## src/rtl/norflash_prefetch.sv

```systemverilog
// One-line read prefetch buffer between a CPU Wishbone port and a 16-bit NOR flash controller.
// Define NORFLASH_PREFETCH_STATS_EN to add the hit_count / miss_count ports.
module norflash_prefetch #(
  parameter int unsigned LINE_LOG2 = 2
) (
  input  logic        sys_clk,
  input  logic        sys_rst_n,
  input  logic [31:0] s_wb_adr_i,
  input  logic [31:0] s_wb_dat_i,
  output logic [31:0] s_wb_dat_o,
  input  logic [3:0]  s_wb_sel_i,
  input  logic        s_wb_stb_i,
  input  logic        s_wb_cyc_i,
  input  logic        s_wb_we_i,
  output logic        s_wb_ack_o,
  output logic [31:0] m_wb_adr_o,
  output logic [31:0] m_wb_dat_o,
  input  logic [31:0] m_wb_dat_i,
  output logic [3:0]  m_wb_sel_o,
  output logic        m_wb_stb_o,
  output logic        m_wb_cyc_o,
  output logic        m_wb_we_o,
  input  logic        m_wb_ack_i,
`ifdef NORFLASH_PREFETCH_STATS_EN
  output logic [31:0] hit_count,
  output logic [31:0] miss_count,
`endif
  input  logic        flush
);

  localparam int unsigned WORDS = 1 << LINE_LOG2;
  localparam int unsigned IDX_W = LINE_LOG2;
  localparam int unsigned TAG_W = 32 - LINE_LOG2 - 2;

  typedef enum logic [1:0] {IDLE, FILL, WRITE, ACK} state_e;

  state_e             state_q, state_d;
  logic               valid_q, valid_d;
  logic               flush_pend_q, flush_pend_d;
  logic               gap_q, gap_d;
  logic [TAG_W-1:0]   tag_q, tag_d;
  logic [IDX_W-1:0]   k_q, k_d;
  logic [IDX_W-1:0]   req_idx_q, req_idx_d;
  logic [31:0]        s_dat_q, s_dat_d;
  logic               s_ack_q, s_ack_d;
  logic [31:0]        m_adr_q, m_adr_d;
  logic [31:0]        m_dat_q, m_dat_d;
  logic [3:0]         m_sel_q, m_sel_d;
  logic               m_stb_q, m_stb_d;
  logic               m_cyc_q, m_cyc_d;
  logic               m_we_q, m_we_d;
  logic               line_we_c;
  logic               hit_inc_c, miss_inc_c;
  logic [31:0]        line_q [WORDS];

  logic               req_c, hit_c, last_c, mack_c;
  logic [TAG_W-1:0]   req_tag_c;
  logic [IDX_W-1:0]   req_idx_c;

  assign req_c     = s_wb_cyc_i & s_wb_stb_i;
  assign req_tag_c = s_wb_adr_i[31:LINE_LOG2+2];
  assign req_idx_c = s_wb_adr_i[LINE_LOG2+1:2];
  assign hit_c     = valid_q & (tag_q == req_tag_c) & ~s_wb_we_i;
  assign last_c    = (k_q == IDX_W'(WORDS - 1));
  assign mack_c    = m_wb_ack_i & m_stb_q;

  always_ff @(posedge sys_clk or negedge sys_rst_n) begin
    if (!sys_rst_n) state_q <= IDLE;
    else            state_q <= state_d;
  end

  always_comb begin
    state_d = state_q;
    unique case (state_q)
      IDLE: begin
        if (req_c) begin
          if (s_wb_we_i)  state_d = WRITE;
          else if (hit_c) state_d = ACK;
          else            state_d = FILL;
        end
      end
      FILL:    if (mack_c && last_c) state_d = ACK;
      WRITE:   if (m_wb_ack_i) state_d = ACK;
      ACK:     state_d = IDLE;
      default: state_d = IDLE;
    endcase
  end

  // Datapath next values; the ack is suppressed when the requester has already dropped cyc.
  always_comb begin
    valid_d      = valid_q;
    flush_pend_d = flush_pend_q;
    gap_d        = gap_q;
    tag_d        = tag_q;
    k_d          = k_q;
    req_idx_d    = req_idx_q;
    s_dat_d      = s_dat_q;
    s_ack_d      = 1'b0;
    m_adr_d      = m_adr_q;
    m_dat_d      = m_dat_q;
    m_sel_d      = m_sel_q;
    m_stb_d      = m_stb_q;
    m_cyc_d      = m_cyc_q;
    m_we_d       = m_we_q;
    line_we_c    = 1'b0;
    hit_inc_c    = 1'b0;
    miss_inc_c   = 1'b0;
    unique case (state_q)
      IDLE: begin
        if (flush) valid_d = 1'b0;
        if (req_c) begin
          if (s_wb_we_i) begin
            m_adr_d = s_wb_adr_i;
            m_dat_d = s_wb_dat_i;
            m_sel_d = s_wb_sel_i;
            m_we_d  = 1'b1;
            m_cyc_d = 1'b1;
            m_stb_d = 1'b1;
            valid_d = 1'b0;
          end else if (hit_c) begin
            s_dat_d   = line_q[req_idx_c];
            s_ack_d   = 1'b1;
            hit_inc_c = 1'b1;
          end else begin
            tag_d        = req_tag_c;
            req_idx_d    = req_idx_c;
            valid_d      = 1'b0;
            flush_pend_d = 1'b0;
            gap_d        = 1'b0;
            k_d          = '0;
            m_adr_d      = {req_tag_c, {IDX_W{1'b0}}, 2'b00};
            m_sel_d      = 4'hF;
            m_we_d       = 1'b0;
            m_cyc_d      = 1'b1;
            m_stb_d      = 1'b1;
          end
        end
      end
      FILL: begin
        if (flush) flush_pend_d = 1'b1;
        if (gap_q) begin
          m_stb_d = 1'b1;
          m_adr_d = {tag_q, k_q, 2'b00};
          gap_d   = 1'b0;
        end else if (mack_c) begin
          line_we_c = 1'b1;
          k_d       = k_q + 1'b1;
          m_stb_d   = 1'b0;
          if (last_c) begin
            m_cyc_d      = 1'b0;
            valid_d      = ~(flush_pend_q | flush);
            flush_pend_d = 1'b0;
            s_dat_d      = (req_idx_q == k_q) ? m_wb_dat_i : line_q[req_idx_q];
            s_ack_d      = s_wb_cyc_i;
            miss_inc_c   = 1'b1;
          end else begin
            gap_d = 1'b1;
          end
        end
      end
      WRITE: begin
        if (m_wb_ack_i) begin
          m_cyc_d = 1'b0;
          m_stb_d = 1'b0;
          m_we_d  = 1'b0;
          s_ack_d = s_wb_cyc_i;
        end
      end
      ACK: if (flush) valid_d = 1'b0;
      default: ;
    endcase
  end

  always_ff @(posedge sys_clk or negedge sys_rst_n) begin
    if (!sys_rst_n) begin
      valid_q      <= 1'b0;
      flush_pend_q <= 1'b0;
      gap_q        <= 1'b0;
      tag_q        <= '0;
      k_q          <= '0;
      req_idx_q    <= '0;
      s_dat_q      <= '0;
      s_ack_q      <= 1'b0;
      m_adr_q      <= '0;
      m_dat_q      <= '0;
      m_sel_q      <= '0;
      m_stb_q      <= 1'b0;
      m_cyc_q      <= 1'b0;
      m_we_q       <= 1'b0;
    end else begin
      valid_q      <= valid_d;
      flush_pend_q <= flush_pend_d;
      gap_q        <= gap_d;
      tag_q        <= tag_d;
      k_q          <= k_d;
      req_idx_q    <= req_idx_d;
      s_dat_q      <= s_dat_d;
      s_ack_q      <= s_ack_d;
      m_adr_q      <= m_adr_d;
      m_dat_q      <= m_dat_d;
      m_sel_q      <= m_sel_d;
      m_stb_q      <= m_stb_d;
      m_cyc_q      <= m_cyc_d;
      m_we_q       <= m_we_d;
    end
  end

  // Line storage carries no reset; valid_q guards its contents.
  always_ff @(posedge sys_clk) begin
    if (line_we_c) line_q[k_q] <= m_wb_dat_i;
  end

`ifdef NORFLASH_PREFETCH_STATS_EN
  logic [31:0] hit_cnt_q, miss_cnt_q;
  always_ff @(posedge sys_clk or negedge sys_rst_n) begin
    if (!sys_rst_n) begin
      hit_cnt_q  <= '0;
      miss_cnt_q <= '0;
    end else begin
      if (hit_inc_c)  hit_cnt_q  <= hit_cnt_q + 32'd1;
      if (miss_inc_c) miss_cnt_q <= miss_cnt_q + 32'd1;
    end
  end
  assign hit_count  = hit_cnt_q;
  assign miss_count = miss_cnt_q;
`else
  logic stats_unused_c;
  assign stats_unused_c = hit_inc_c | miss_inc_c;
`endif

  assign s_wb_dat_o = s_dat_q;
  assign s_wb_ack_o = s_ack_q;
  assign m_wb_adr_o = m_adr_q;
  assign m_wb_dat_o = m_dat_q;
  assign m_wb_sel_o = m_sel_q;
  assign m_wb_stb_o = m_stb_q;
  assign m_wb_cyc_o = m_cyc_q;
  assign m_wb_we_o  = m_we_q;

endmodule
```

## config.mk

```make
export PLATFORM = sky130hd
export DESIGN_NAME = norflash_prefetch
export DESIGN_NICKNAME = d
export VERILOG_FILES = /design/src/rtl/norflash_prefetch.sv
export SDC_FILE = /design/constraint.sdc
export NUM_CORES = 1
export LEC_CHECK = 0
export ABC_CLOCK_PERIOD_IN_PS = 4800
export CAP_MARGIN = 20
export CORE_MARGIN = 2
export CORE_UTILIZATION = 55
export DETAILED_ROUTE_END_ITERATION = 12
export PLACE_DENSITY = 0.91
export SYNTH_ARGS = -nofsm -noshare
export SYNTH_HDL_FRONTEND = slang
export SYNTH_SLANG_ARGS = --single-unit
export TNS_END_PERCENT = 1
```

## constraint.sdc

```tcl
create_clock -name sys_clk -period 4.8 [get_ports sys_clk]
set_clock_uncertainty 0.2 [all_clocks]
set_input_delay 0.96 -clock sys_clk [delete_from_list [all_inputs] [get_ports sys_clk]]
set_output_delay 0.96 -clock sys_clk [all_outputs]
set_load 0.05 [all_outputs]
```

# --- Yosys cells after proc, flatten, opt, wreduce, memory -nomap -nowiden ---
# Memories as Yosys holds them, arrays and structs flattened.
# Index checks and enable logic that the tools add are counted.
op_classes:
  bitwise: 8
  mux: 74
  div: 0
  shifts: 0
  eq_ne: 19
  addsub: 1
  n_mul: 0
  reduce_logical: 18
  n_lt_le_gt_ge: 0
op_table:
  columns: ["cell", "n"]
  rows:
  - ["$mux 32", 11]
  - ["$pmux 32 s2", 2]
  - ["$mux 1", 40]
  - ["$eq 28x28->1", 1]
  - ["$ne 2x2->1 const B", 11]
  - ["$mux 2", 10]
  - ["$reduce_and 4->1", 5]
  - ["$reduce_and 7->1", 2]
  - ["$pmux 1 s3", 4]
  - ["$reduce_and 3->1", 3]
  - ["$mux 4", 2]
  - ["$pmux 2 s4", 1]
  - ["$eq 2x2->1 const B", 3]
  - ["$ne 3x3->1 const B", 2]
  - ["$pmux 1 s2", 3]
  - ["$reduce_and 6->1", 1]
  - ["$reduce_bool 3->1", 2]
  - ["$reduce_and 5->1", 1]
  - ["$and 1x1->1", 4]
  - ["$pmux 2 s2", 1]
  - ["$reduce_bool 2->1", 2]
  - ["$not 1->1", 3]
  - ["$add 2x1->2 const B", 1]
  - ["$eq 2x1->1 const B", 1]
  - ["4 further kinds", 4]
word_totals:
  latchBits: 0
  ram_bits: 128
  out_inout_bits: 104
  wordCells: 136
  inputBits: 107
  memories: 1
  register_bits: 141
  romBits: 0
mem_list:
  columns: ["name", "words", "width", "rd", "rd_clocked_by_memory_dff", "wr", "line_no", "text"]
  rows:
  - ["line_q", 4, 32, 2, 0, 1, "54", "logic [31:0] line_q [WORDS];"]

# --- Logic depth before layout (Yosys ltp) ---
# Gate-level depths: netlist (run 1).
depth:
  ltp_word: 7
  mapped_depth: 9
  ltp_nobuf: 8

# --- Worst setup path after synthesis (run 1) ---
# Ideal clock, no wire load.
synth_timing:
  path_kind: "input-to-reg"
  from: "in s_wb_adr_i[13]"
  to: "reg s_dat_q[10], in the netlist s_wb_dat_o[10]"
  slack_ps: 1951
  setup_ps: 125
  required_ps: 4475
  arrival_ps: 2524
  path_stages: 8
  n_path_buf: 2
  path_cell_list: "nor2b_1 a2111o_1 nor3_2 nand4_1 buf_2 o32a_2 buf_6 mux2_4"
synth_between:
  elab_chain_len: 5
synth_rtl:
  columns: ["item", "line_no", "text"]
  rows:
  - ["from (decl)", "8", "input logic [31:0] s_wb_adr_i,"]
  - ["$eq 28x28->1", "63", "assign hit_c = valid_q & (tag_q == req_tag_c) & ~s_wb_we_i;"]
  - ["$and 1x1->1 (2 in a row)", "63", null]
  - ["$ne 2x2->1 (no line)", null, null]
  - ["$reduce_and 7->1 (no line)", null, null]
  - ["to (signal assigned)", "197", "s_dat_q <= s_dat_d;"]
  - ["to (decl)", "44", "logic [31:0] s_dat_q, s_dat_d;"]
# No other way between the ends.
# A chain may end at the register's enable or synchronous reset.

# --- Worst setup path after layout (run 1) ---
layout_timing:
  from: "in s_wb_adr_i[5]"
  to: "reg m_adr_q[28], in the netlist m_wb_adr_o[28]"
layout_between:
  elab_chain_len: 5
layout_rtl:
  columns: ["item", "line_no", "text"]
  rows:
  - ["$eq 28x28->1", "63", null]
  - ["$and 1x1->1 (2 in a row)", "63", null]
  - ["$ne 3x3->1 (no line)", null, null]
  - ["$reduce_and 4->1 (no line)", null, null]
  - ["to (signal assigned)", "199", "m_adr_q <= m_adr_d;"]
  - ["to (decl)", "46", "logic [31:0] m_adr_q, m_adr_d;"]
# No other way between the ends.

==> impl_results.md, run 1 <==
- Clock root buffer: clkbuf_16
- Worst hold path type: flop to flop
- Iter 0 DRT Violations: 527
- Unrepaired setup endpoints after global routing: false
- Synth top area share: 30.62%
- Final Setup Violations: 0
- Antenna Nets Post-Route: 0
- Synth Net Count: 918
- RePlAce Congestion: 0.8417
- R2r setup slk: 1550 ps
- First-pass GRT wire length: 44.86 mm
- Setup TNS: 0 ps
- Post-route cell area: 0.01584 mm^2
- Cell count of the worst reg-to-reg path: 8
- Post-cts hold buffer count: 0
- Layout Nets: 1,125
- Crit path max fanout: 17
- Post-synth EDFFs: 128
- Layout cells sized above 1: 27.26%
- Initial Utilization: 55.79%
- Die width: 155.1 um
- Number of global-route vias before repair: 8,464
- Cells after synthesis: 802
- Leak: 6.194 nW
- Layout fillers: 1,459
- Residual DRC count: 0
- Final Core Density: 70.38%
- CTS resizes: 0
- Status: finished clean
- Setup ws final: 1363 ps
- TritonCTS Sinks: 269
- Pins over their slew limit: 0
- Clock buffer count from CTS: 28
- #FFs+latches synth: 269
- Minimum clock period: 3437 ps
- Final worst-path cycle share: 71.61%
- Worst skew pair latency: 530 ps
- Placed standard-cell area: 0.01493 mm^2
- Core area: 0.02250 mm^2
- IO buf count: 210
- Worst r2r src: state_q[1]
- Die Footprint: 0.02405 mm^2
- Clk pin slew, worst setup/hold paths: 60 ps
- Crit path kind: input pin to flop
- Worst Hold End: m_wb_adr_o[30]
- WL per Instance: 21.47 um
- First-pass iteration count of the detailed router: 4
- DR vias: 7,677
- Largest net degree at the start of global routing: 98
- Synth unique cells: 47
- Worst Hold Launch: m_wb_adr_o[30]
- Htree depth: 1
- I/O pin count: 211
- Via density: 5.829
- Slew HR: 36.55%
- Final WL: 28.28 mm
- Tot GR Track Use: 23.71%
- Dominant synthesized flop cell: dfrtp_1
- Worst-Margin Slew: 951.7 ps
- Worst flop-to-flop path endpoint: s_wb_dat_o[0]
- Synth area leader: edfxtp_1
- Fin cells: 1,317
- Clock Path Buffers: 3
- WP data required: 5010 ps
- HPWL after detailed placement: 18.22 mm
- Fin. Hold Viols: 0
- Post-CTS Setup Inserts: 0
- CP Launch Type: input pin
- Initial antenna violation count: 1
- Mean Syn Cell Area: 15.65 um^2
- Worst hold stages: 1
- Congestion Overflow GR: 0
- Pre-CTS setup slack: 825.3 ps
- Chip height: 155.1 um
- Top cells by area, synth: edfxtp_1, dfrtp_1, mux4_2
- Mapped Area: 0.01255 mm^2
- CTS tree: yes
- Ys Warns: 0
- Post-synthesis sequential area ratio: 58.73%
- Max Freq: 0.2909 GHz
- Async set or reset register ratio after synthesis: 52.42%
- Worst setup EP type: flop
- Placed instance count: 1,264
- Max VDD drop: 0.4794 mV
- CP arrival: 3650 ps
- Max-Cap Viols: 0
- Layout area overhead: 26.16%
- Power Dens Cells: 688.8 mW/mm^2
- Row cnt: 55
## flip-flops by register name, indices dropped and copies added (netlist names)
signal / cells
req_idx_q: 2
state_q: 2
m_wb_stb_o: 1
line_q: 128
m_wb_adr_o: 32
k_q: 2
m_wb_we_o: 1
m_wb_cyc_o: 1
flush_pend_q: 1
valid_q: 1
s_wb_dat_o: 32
gap_q: 1
m_wb_dat_o: 32
m_wb_sel_o: 4
tag_q: 28
s_wb_ack_o: 1
## synth_stat cells, types with 3 or more instances
library cell	n
a21oi_1	8
and2_1	5
buf_1	4
buf_2	13
buf_6	3
clkbuf_1	28
dfrtp_1	141
edfxtp_1	128
ha_1	9
inv_1	20
mux2_1	8
mux2_2	114
mux2_4	30
mux2i_1	33
mux4_2	64
nand2_1	52
nand2b_1	3
nand3_1	7
nand4_1	4
nor2_1	10
nor2b_1	6
nor3_1	4
nor4_1	4
o21ai_0	48
o22a_1	4
o22ai_1	4
o31ai_1	4
xnor2_1	19
xor2_1	3
## layout by cell type (no fill, tap or decap), drive strengths merged, types with 2 or more instances in the layout
cell and count:
clkdlybuf4s50 207, mux2 152, dfrtp 141, edfxtp 128
mux4 64, nand2 52, o21ai 49, clkbuf 36
mux2i 33, inv 20, xnor2 19, buf 18
clkinv 13, nor2 10, ha 9, a21oi 8
nand3 7, nor2b 6, nor3 5, and2 5
nand4 4, nor4 4, o22ai 4, o22a 4
o31ai 4, nand2b 3, xor2 3, or4 3
a2111o 2, o211ai 2, o2bb2ai 2, bufinv 2
## cells by family after synthesis
family | share of synthesized area (%)
buffers and inverters | 2.342
and+or+nand+nor | 3.867
adders and majority gates | 0.8971
xor gates and xnor gates | 1.535
muxes | 28.65
AOI/OAI and AO/OA | 3.987
DFF | 58.73
## critical path: stages
cell	delay, ps
clkdlybuf4s50_1	510
xnor2_1	140
nand4_1	180
nor4_1	380
nand4_1	140
buf_4	190
o21a_1	460
buf_4	350
mux2_1	320
## stage by stage
stage               total power [mW]  hold slack, ps
floorplan                      7.229           285.9
global placement               8.661           270.1
detailed placement             8.815           280.3
CTS                            10.98           293.9
global route                   11.40           310.7
finish                         10.91           292.3
## worst max-delay path by stage
stage / start / to
floorplan: s_wb_adr_i[13] / s_wb_dat_o[10]
global placement: s_wb_adr_i[27] / m_wb_adr_o[28]
detailed placement: s_wb_adr_i[27] / m_wb_adr_o[28]
CTS: s_wb_adr_i[27] / m_wb_adr_o[28]
global route: s_wb_adr_i[14] / m_wb_adr_o[28]
finish: s_wb_adr_i[5] / m_wb_adr_o[28]
## power by group
group | internal, mW | switching [mW] | leakage [nW]
registers | 3.05 | 0.403 | 2.87
clock network | 1.25 | 0.877 | 0.450
logic | 2.27 | 3.05 | 2.88
total | 6.58 | 4.33 | 6.19
## layout make-up
| class | count | area, um^2 | share of cell area, % |
|---|---|---|---|
| Antenna cell | 1 | 2.502 | 0.01580 |
| Clock buffer | 36 | 783.3 | 4.945 |
| Clock inverter | 16 | 126.4 | 0.7979 |
| Inverter | 20 | 75.07 | 0.4740 |
| Multi-Input combinational cell | 465 | 4902 | 30.95 |
| Sequential cell | 269 | 7373 | 46.56 |
| Tap cell | 285 | 356.6 | 2.252 |
| Timing Repair Buffer | 225 | 2218 | 14.01 |
## layer usage
metal	wire length (um)	GRT usage (%)	vias to the layer above	share of wire, %
li1	-	-	3478	-
met1	10890	28.59	3890	39
met2	14740	43.17	265	52
met3	2114	5.460	44	7.5
met4	530	5.952	0	1.9
met5	0	0	-	0
Note: power is estimated with default switching activity, not from simulation.
==> inputs of run 2 (changes only) <==
--- a/config.mk
+++ b/config.mk
@@ -5,12 +5,12 @@
 export SDC_FILE = /design/constraint.sdc
 export NUM_CORES = 1
 export LEC_CHECK = 0
-export ABC_CLOCK_PERIOD_IN_PS = 4800
+export ABC_CLOCK_PERIOD_IN_PS = 3020
 export CAP_MARGIN = 20
 export CORE_MARGIN = 2
-export CORE_UTILIZATION = 55
+export CORE_UTILIZATION = 48
 export DETAILED_ROUTE_END_ITERATION = 12
-export PLACE_DENSITY = 0.91
+export PLACE_DENSITY = 0.85
 export SYNTH_ARGS = -nofsm -noshare
 export SYNTH_HDL_FRONTEND = slang
 export SYNTH_SLANG_ARGS = --single-unit
==> constraint.sdc (replaced) <==
create_clock -name sys_clk -period 3.02 [get_ports sys_clk]
set_clock_uncertainty 0.2 [all_clocks]
set_input_delay 0.604 -clock sys_clk [delete_from_list [all_inputs] [get_ports sys_clk]]
set_output_delay 0.604 -clock sys_clk [all_outputs]
set_load 0.05 [all_outputs]
==> impl_results.md, run 2 (synthesis results as in run 1) <==
- Layout area overhead: 29.36%
- Initial Utilization: 48.59% (-7.2 points)
- RePlAce Congestion: 0.7899 (-6.2%)
- Worst r2r src: tag_q[23]
- DR vias: 7,787 (+1.4%)
- Pins over their slew limit: 0 (unchanged)
- Die Footprint: 0.02746 mm^2 (+14%)
- Switching Power: 6.941 mW (+60%)
- CP arrival: 3030 ps (-620 ps)
- Antenna Nets Post-Route: 0 (unchanged)
- Fin. Hold Viols: 0 (unchanged)
- First-pass GRT wire length: 45.64 mm (+1.7%)
- Final Setup Violations: 0 (unchanged)
- Clk pin slew, worst setup/hold paths: 60 ps (about the same)
- Number of global-route vias before repair: 8,358 (-1.3%)
- Worst flop-to-flop path endpoint: s_wb_dat_o[2]
- Residual DRC count: 0 (unchanged)
- Layout Nets: 1,154 (+2.6%)
- Max VDD drop: 0.7042 mV (+47%)
- Worst-Margin Slew: 656.3 ps (-295.4 ps)
- Core area: 0.02584 mm^2 (+15%)
- Final worst-path cycle share: 93.08%
- WP data required: 3240 ps (-1770 ps)
- Crit path kind: input pin to flop
- Commonest non-fill, non-tap cell in the layout: clkdlybuf4s50_1
- Initial antenna violation count: 1 (unchanged)
- Power Dens Cells: 1076 mW/mm^2 (+56%)
- Worst hold path type: flop to flop
- Setup TNS: 0 ps (unchanged)
- Clock root buffer: clkbuf_16
- CP Launch Type: input pin
- Flop pwr share: 31.6% (about the same)
- CTS tree: yes
- Max FFs per register: 128 (unchanged)
- Max-Cap Viols: 0 (unchanged)
- Via density: 5.574 (-4.4%)
- Minimum clock period: 2811 ps
- Clock power share: 18.9% (-0.6 points)
- Most frequent cells in the layout: clkdlybuf4s50_1, dfrtp_1, edfxtp_1
- Final Core Density: 62.85% (-7.5 points)
- IO buf count: 210 (unchanged)
- Worst Hold End: m_wb_adr_o[28]
- GR peak layer: met2
- Clock buffer count from CTS: 29 (+3.6%)
- Setup ws final: 209.0 ps (-1153 ps)
- Htree depth: 1 (unchanged)
- Unrepaired setup endpoints after global routing: false
- Final WL: 28.42 mm (+0.49%)
- R2r setup slk: 360 ps (-1190 ps)
- First-pass iteration count of the detailed router: 5 (+1)
- Worst Hold Launch: m_wb_adr_o[28]
- Crit path max fanout: 32 (+15)
- GR Util met2: 36.66% (-6.5 points)
- Worst setup EP type: flop
- Status: finished clean
- TritonCTS Sinks: 269 (unchanged)
- Largest net degree at the start of global routing: 66 (-33%)
- Congestion Overflow GR: 0 (unchanged)
- HPWL after detailed placement: 18.44 mm (+1.2%)
- I/O pin count: 211 (unchanged)
- Max Freq: 0.3557 GHz
- Iter 0 DRT Violations: 483 (-8.3%)
- Pre-CTS setup slack: -276.5 ps (-1102 ps)
- Clock Path Buffers: 3 (unchanged)
- Chip height: 165.7 um (+6.9%)
- Comb pwr share: 49.5% (+0.7 points)
- Cell count of the worst reg-to-reg path: 7 (-1)
- Largest register by flop count: line_q
- Switching part of the total: 39.72% (+0.058 points)
- GRT met3 Usage: 5.496% (+0.036 points)
- Worst skew pair latency: 540 ps (about the same)
- Leak: 6.359 nW (+2.7%)
- Worst hold stages: 1 (unchanged)
- CTS resizes: 0 (unchanged)
- Layout cells sized above 1: 29.12% (+1.9 points)
- Layout fillers: 1,875 (+29%)
- Pint: 10.53 mW (+60%)
- Slew HR: 56.24% (+20 points)
- WL per Instance: 20.34 um (-5.3%)
- Global Route met1 Usage: 25.78% (-2.8 points)
- Tot GR Track Use: 20.82% (-2.9 points)
- Row cnt: 59 (+7.3%)
- Die width: 165.7 um (+6.9%)
## run 2: cell types whose count changed in the layout (fill, tap and decap cells not counted), sizes merged
cell	previous run	this run
clkinvlp	1	3
clkbuf	36	42
clkinv	13	7
bufinv	2	0
dlygate4sd3	0	1
buf	18	45
inv	20	22
## run 2: power groups by stage
stage | clock, mW | combinational, mW | sequential (mW)
3_5_place_dp | 0 | 8.70 | 5.56
6_report | 3.31 | 8.65 | 5.51
3_3_place_gp | 0 | 8.50 | 5.51
4_1_cts | 3.39 | 8.73 | 5.52
5_1_grt | 3.54 | 9.15 | 5.65
2_1_floorplan | 0 | 3.70 | 7.79
## run 2: worst max-delay path by stage
stage                         from        endpoint  slack (ps)  depth (start not counted)
finish              s_wb_adr_i[27]   s_wb_dat_o[2]         210                          8
global route        s_wb_adr_i[28]      m_wb_stb_o         120                          8
CTS                 s_wb_adr_i[27]   s_wb_dat_o[2]         270                          8
detailed placement  s_wb_adr_i[27]  s_wb_dat_o[29]        -280                          8
global placement    s_wb_adr_i[27]  s_wb_dat_o[15]        -140                          8
floorplan               state_q[1]      s_wb_ack_o         330                          9
## run 2: layout make-up
class / instances / area (um^2) / area share, %
clock buffers: 42 / 825.8 / 5.085
inverters: 20 / 75.07 / 0.4623
repair buffers: 253 / 2569 / 15.82
flip-flops and latches: 269 / 7375 / 45.41
diodes: 1 / 2.502 / 0.01541
multi-input cells: 465 / 4902 / 30.19
well taps: 335 / 419.2 / 2.581
clock inverters: 12 / 71.32 / 0.4392
## run 2: worst max-delay path: stages
cell             delay (ps)
clkdlybuf4s50_1         510
xnor2_1                 140
nand4_1                 180
nor4_1                  430
nand4_1                 300
o32a_2                  280
buf_12                  210
mux2_4                  340
## run 2: per-stage QoR
step	instance area, um^2	total power [mW]	hold slack [ps]	instances
final	16240	17.48	285.1	1397
after global routing	16240	18.34	290.9	1397
after CTS	16240	17.63	286.5	1396
after detailed placement	15330	14.26	276.5	1341
after global placement	15330	14.01	267.3	1341
after floorplan	12550	11.49	108.4	802
## run 2: metal layers
layer | part of all wire [%] | vias up
met2 | 52 | 249
met1 | 38 | 3953
met5 | 0 | -
met3 | 7.9 | 54
li1 | - | 3531
met4 | 2.3 | 0
## run 2: timing repair
action,4_1_cts,5_1_grt
hold buffers,1,0
hold endpoints to repair,57,0
setup buffers,0,0
==> inputs of run 3 (changes only) <==
--- a/config.mk
+++ b/config.mk
@@ -5,11 +5,12 @@
 export SDC_FILE = /design/constraint.sdc
 export NUM_CORES = 1
 export LEC_CHECK = 0
-export ABC_CLOCK_PERIOD_IN_PS = 3020
+export ABC_CLOCK_PERIOD_IN_PS = 2350
 export CAP_MARGIN = 20
 export CORE_MARGIN = 2
 export CORE_UTILIZATION = 48
 export DETAILED_ROUTE_END_ITERATION = 12
+export MAX_ROUTING_LAYER = met4
 export PLACE_DENSITY = 0.85
 export SYNTH_ARGS = -nofsm -noshare
 export SYNTH_HDL_FRONTEND = slang
==> constraint.sdc (replaced) <==
create_clock -name sys_clk -period 2.35 [get_ports sys_clk]
set_clock_uncertainty 0.2 [all_clocks]
set_input_delay 0.47 -clock sys_clk [delete_from_list [all_inputs] [get_ports sys_clk]]
set_output_delay 0.47 -clock sys_clk [all_outputs]
set_load 0.05 [all_outputs]
==> impl_results.md, run 3 (synthesis results as in run 1) <==
- Status: complete, but fails checks
- Failing checks: negative setup slack
- Setup TNS: -10,680 ps (-10,680 ps)
- CP Launch Type: input pin
- Crit path kind: input pin to flop
- Worst hold path type: input pin to flop
- Pre-CTS setup slack: -730.0 ps (-453.5 ps)
- Die width: 165.7 um (unchanged)
- Commonest non-fill, non-tap cell in the layout: dfrtp_1
- Leak: 6.931 nW (+9.0%)
- Pins over their slew limit: 0 (unchanged)
- RePlAce Congestion: 0.8360 (+5.8%)
- Layout area overhead: 33.55%
- IO buf count: 210 (unchanged)
- Levels on crit path: 9 (+1)
- Unrepaired setup endpoints after global routing: true
- Die Footprint: 0.02746 mm^2 (unchanged)
- Delay-heaviest family, CP: buffers and inverters
- Antenna Nets Post-Route: 0 (unchanged)
- Fin. Hold Viols: 0 (unchanged)
- Largest register by flop count: line_q
- Most used cell, CP: nand4_1
- Clock Path Buffers: 3 (unchanged)
- Most frequent cells in the layout: dfrtp_1, edfxtp_1, mux2_2
- Tot GR Track Use: 21.87% (+1.1 points)
- Initial Utilization: 48.59% (unchanged)
- Clock root buffer: clkbuf_16
- Congestion Overflow GR: 0 (unchanged)
- First-pass GRT wire length: 46.50 mm (+1.9%)
- DR vias: 8,036 (+3.2%)
- Initial antenna violation count: 0 (-1)
- Number of global-route vias before repair: 8,688 (+3.9%)
- Worst setup EP type: flop
- Chip height: 165.7 um (unchanged)
- Design Power: 23.02 mW (+32%)
- Max-Cap Viols: 0 (unchanged)
- Critical path's slowest cell: clkdlybuf4s50_1
- Max VDD drop: 0.8716 mV (+24%)
- CP bufs+invs: 3 (+1)
- WP data required: 2570 ps (-670 ps)
- CTS tree: yes
- CP arrival: 2730 ps (-300 ps)
- Worst skew pair latency: 550 ps (about the same)
- Setup ws final: -159.0 ps (-368.0 ps)
- Row cnt: 59 (unchanged)
- Final worst-path cycle share: 106.8%
- Max FFs per register: 128 (unchanged)
- HPWL after detailed placement: 19.63 mm (+6.4%)
- CP peak stage delay: 520 ps (about the same)
- Iter 0 DRT Violations: 528 (+9.3%)
- Layout Nets: 1,200 (+4.0%)
- Worst hold stages: 2 (+1)
- Core area: 0.02584 mm^2 (unchanged)
- WL per Instance: 20.59 um (+1.2%)
- Clk pin slew, worst setup/hold paths: 60 ps (about the same)
- Largest net degree at the start of global routing: 75 (+14%)
- Cell count of the worst reg-to-reg path: 8 (+1)
- Layout cells sized above 1: 33.79% (+4.7 points)
- Minimum clock period: 2509 ps
- Max Freq: 0.3986 GHz
- Final WL: 29.63 mm (+4.3%)
- First-pass iteration count of the detailed router: 5 (unchanged)
- Via density: 5.584 (+0.19%)
- Htree depth: 1 (unchanged)
- Power Dens Cells: 1373 mW/mm^2 (+28%)
- Crit path max fanout: 5 (-84%)
- CP Cell Sequence: clkdlybuf4s50_1 -> xnor2_1 -> nand4_1 -> nor4_2 -> nand4_1 -> buf_6 -> o21a_4 -> clkbuf_16 -> mux2_4
- Residual DRC count: 0 (unchanged)
- Final Setup Violations: 94 (+94)
- I/O pin count: 211 (unchanged)
- TritonCTS Sinks: 269 (unchanged)
- Slew HR: 62.34% (+6.1 points)
- Clock buffer count from CTS: 29 (unchanged)
- Ant diodes: 0 (-1)
- Worst-Margin Slew: 567.1 ps (-89.21 ps)
## run 3: routing by layer
metal,track usage (%),vias up,routed length (um)
li1,-,3614,-
met1,26.28,4065,11510
met2,37.36,284,15120
met3,5.137,73,2208
met4,5.709,0,790
met5,-,-,0
## run 3: final cells by class
class                   count  area (um^2)
clock inverters             7        91.34
flip-flops and latches    269         7375
fillers                  1890         9072
well taps                 335        419.2
clock buffers              44        852.1
multi-input cells         465         4999
repair buffers            299         2954
inverters                  20        75.07
## run 3: what timing repair did
action                                  in CTS  in global routing
pin swaps                                    2                  7
cloned                                       0                  2
gates resized for setup                    108                 24
hold endpoints to repair                   141                  0
setup buffers                                0                  1
endpoints found under the setup margin     204                105
hold buffers                                 1                  0
## run 3: final timing paths
path / start / end / slack [ps]
worst max-delay path: s_wb_adr_i[23] / m_wb_adr_o[23] / -160
worst min-delay path: s_wb_adr_i[25] / tag_q[21] / 110
worst max register to register: tag_q[27] / m_wb_adr_o[23] / -160
worst min register to register: m_wb_sel_o[2] / m_wb_sel_o[2] / 290
max in group asynchronous: sys_rst_n / tag_q[10] / 1140
min in group asynchronous: sys_rst_n / s_wb_dat_o[20] / 140
## run 3: stage by stage
stage / util (%) / cell area, um^2 / instances / hold slack (ps)
finish: 64.89 / 16760 / 1439 / 111.6
global route: 64.89 / 16760 / 1439 / 105.5
CTS: 64.32 / 16620 / 1436 / 139.8
detailed placement: 61.06 / 15780 / 1384 / 132.3
global placement: 61.06 / 15780 / 1384 / 131.1
floorplan: - / 12560 / 802 / -25.59
## run 3: report_power, final
group / leakage [nW] / internal, mW / switching, mW / total (mW)
clock: 0.464 / 2.70 / 1.82 / 4.52
sequential: 2.86 / 6.24 / 0.775 / 7.01
combinational: 3.60 / 4.93 / 6.56 / 11.5
total: 6.93 / 13.9 / 9.16 / 23.0
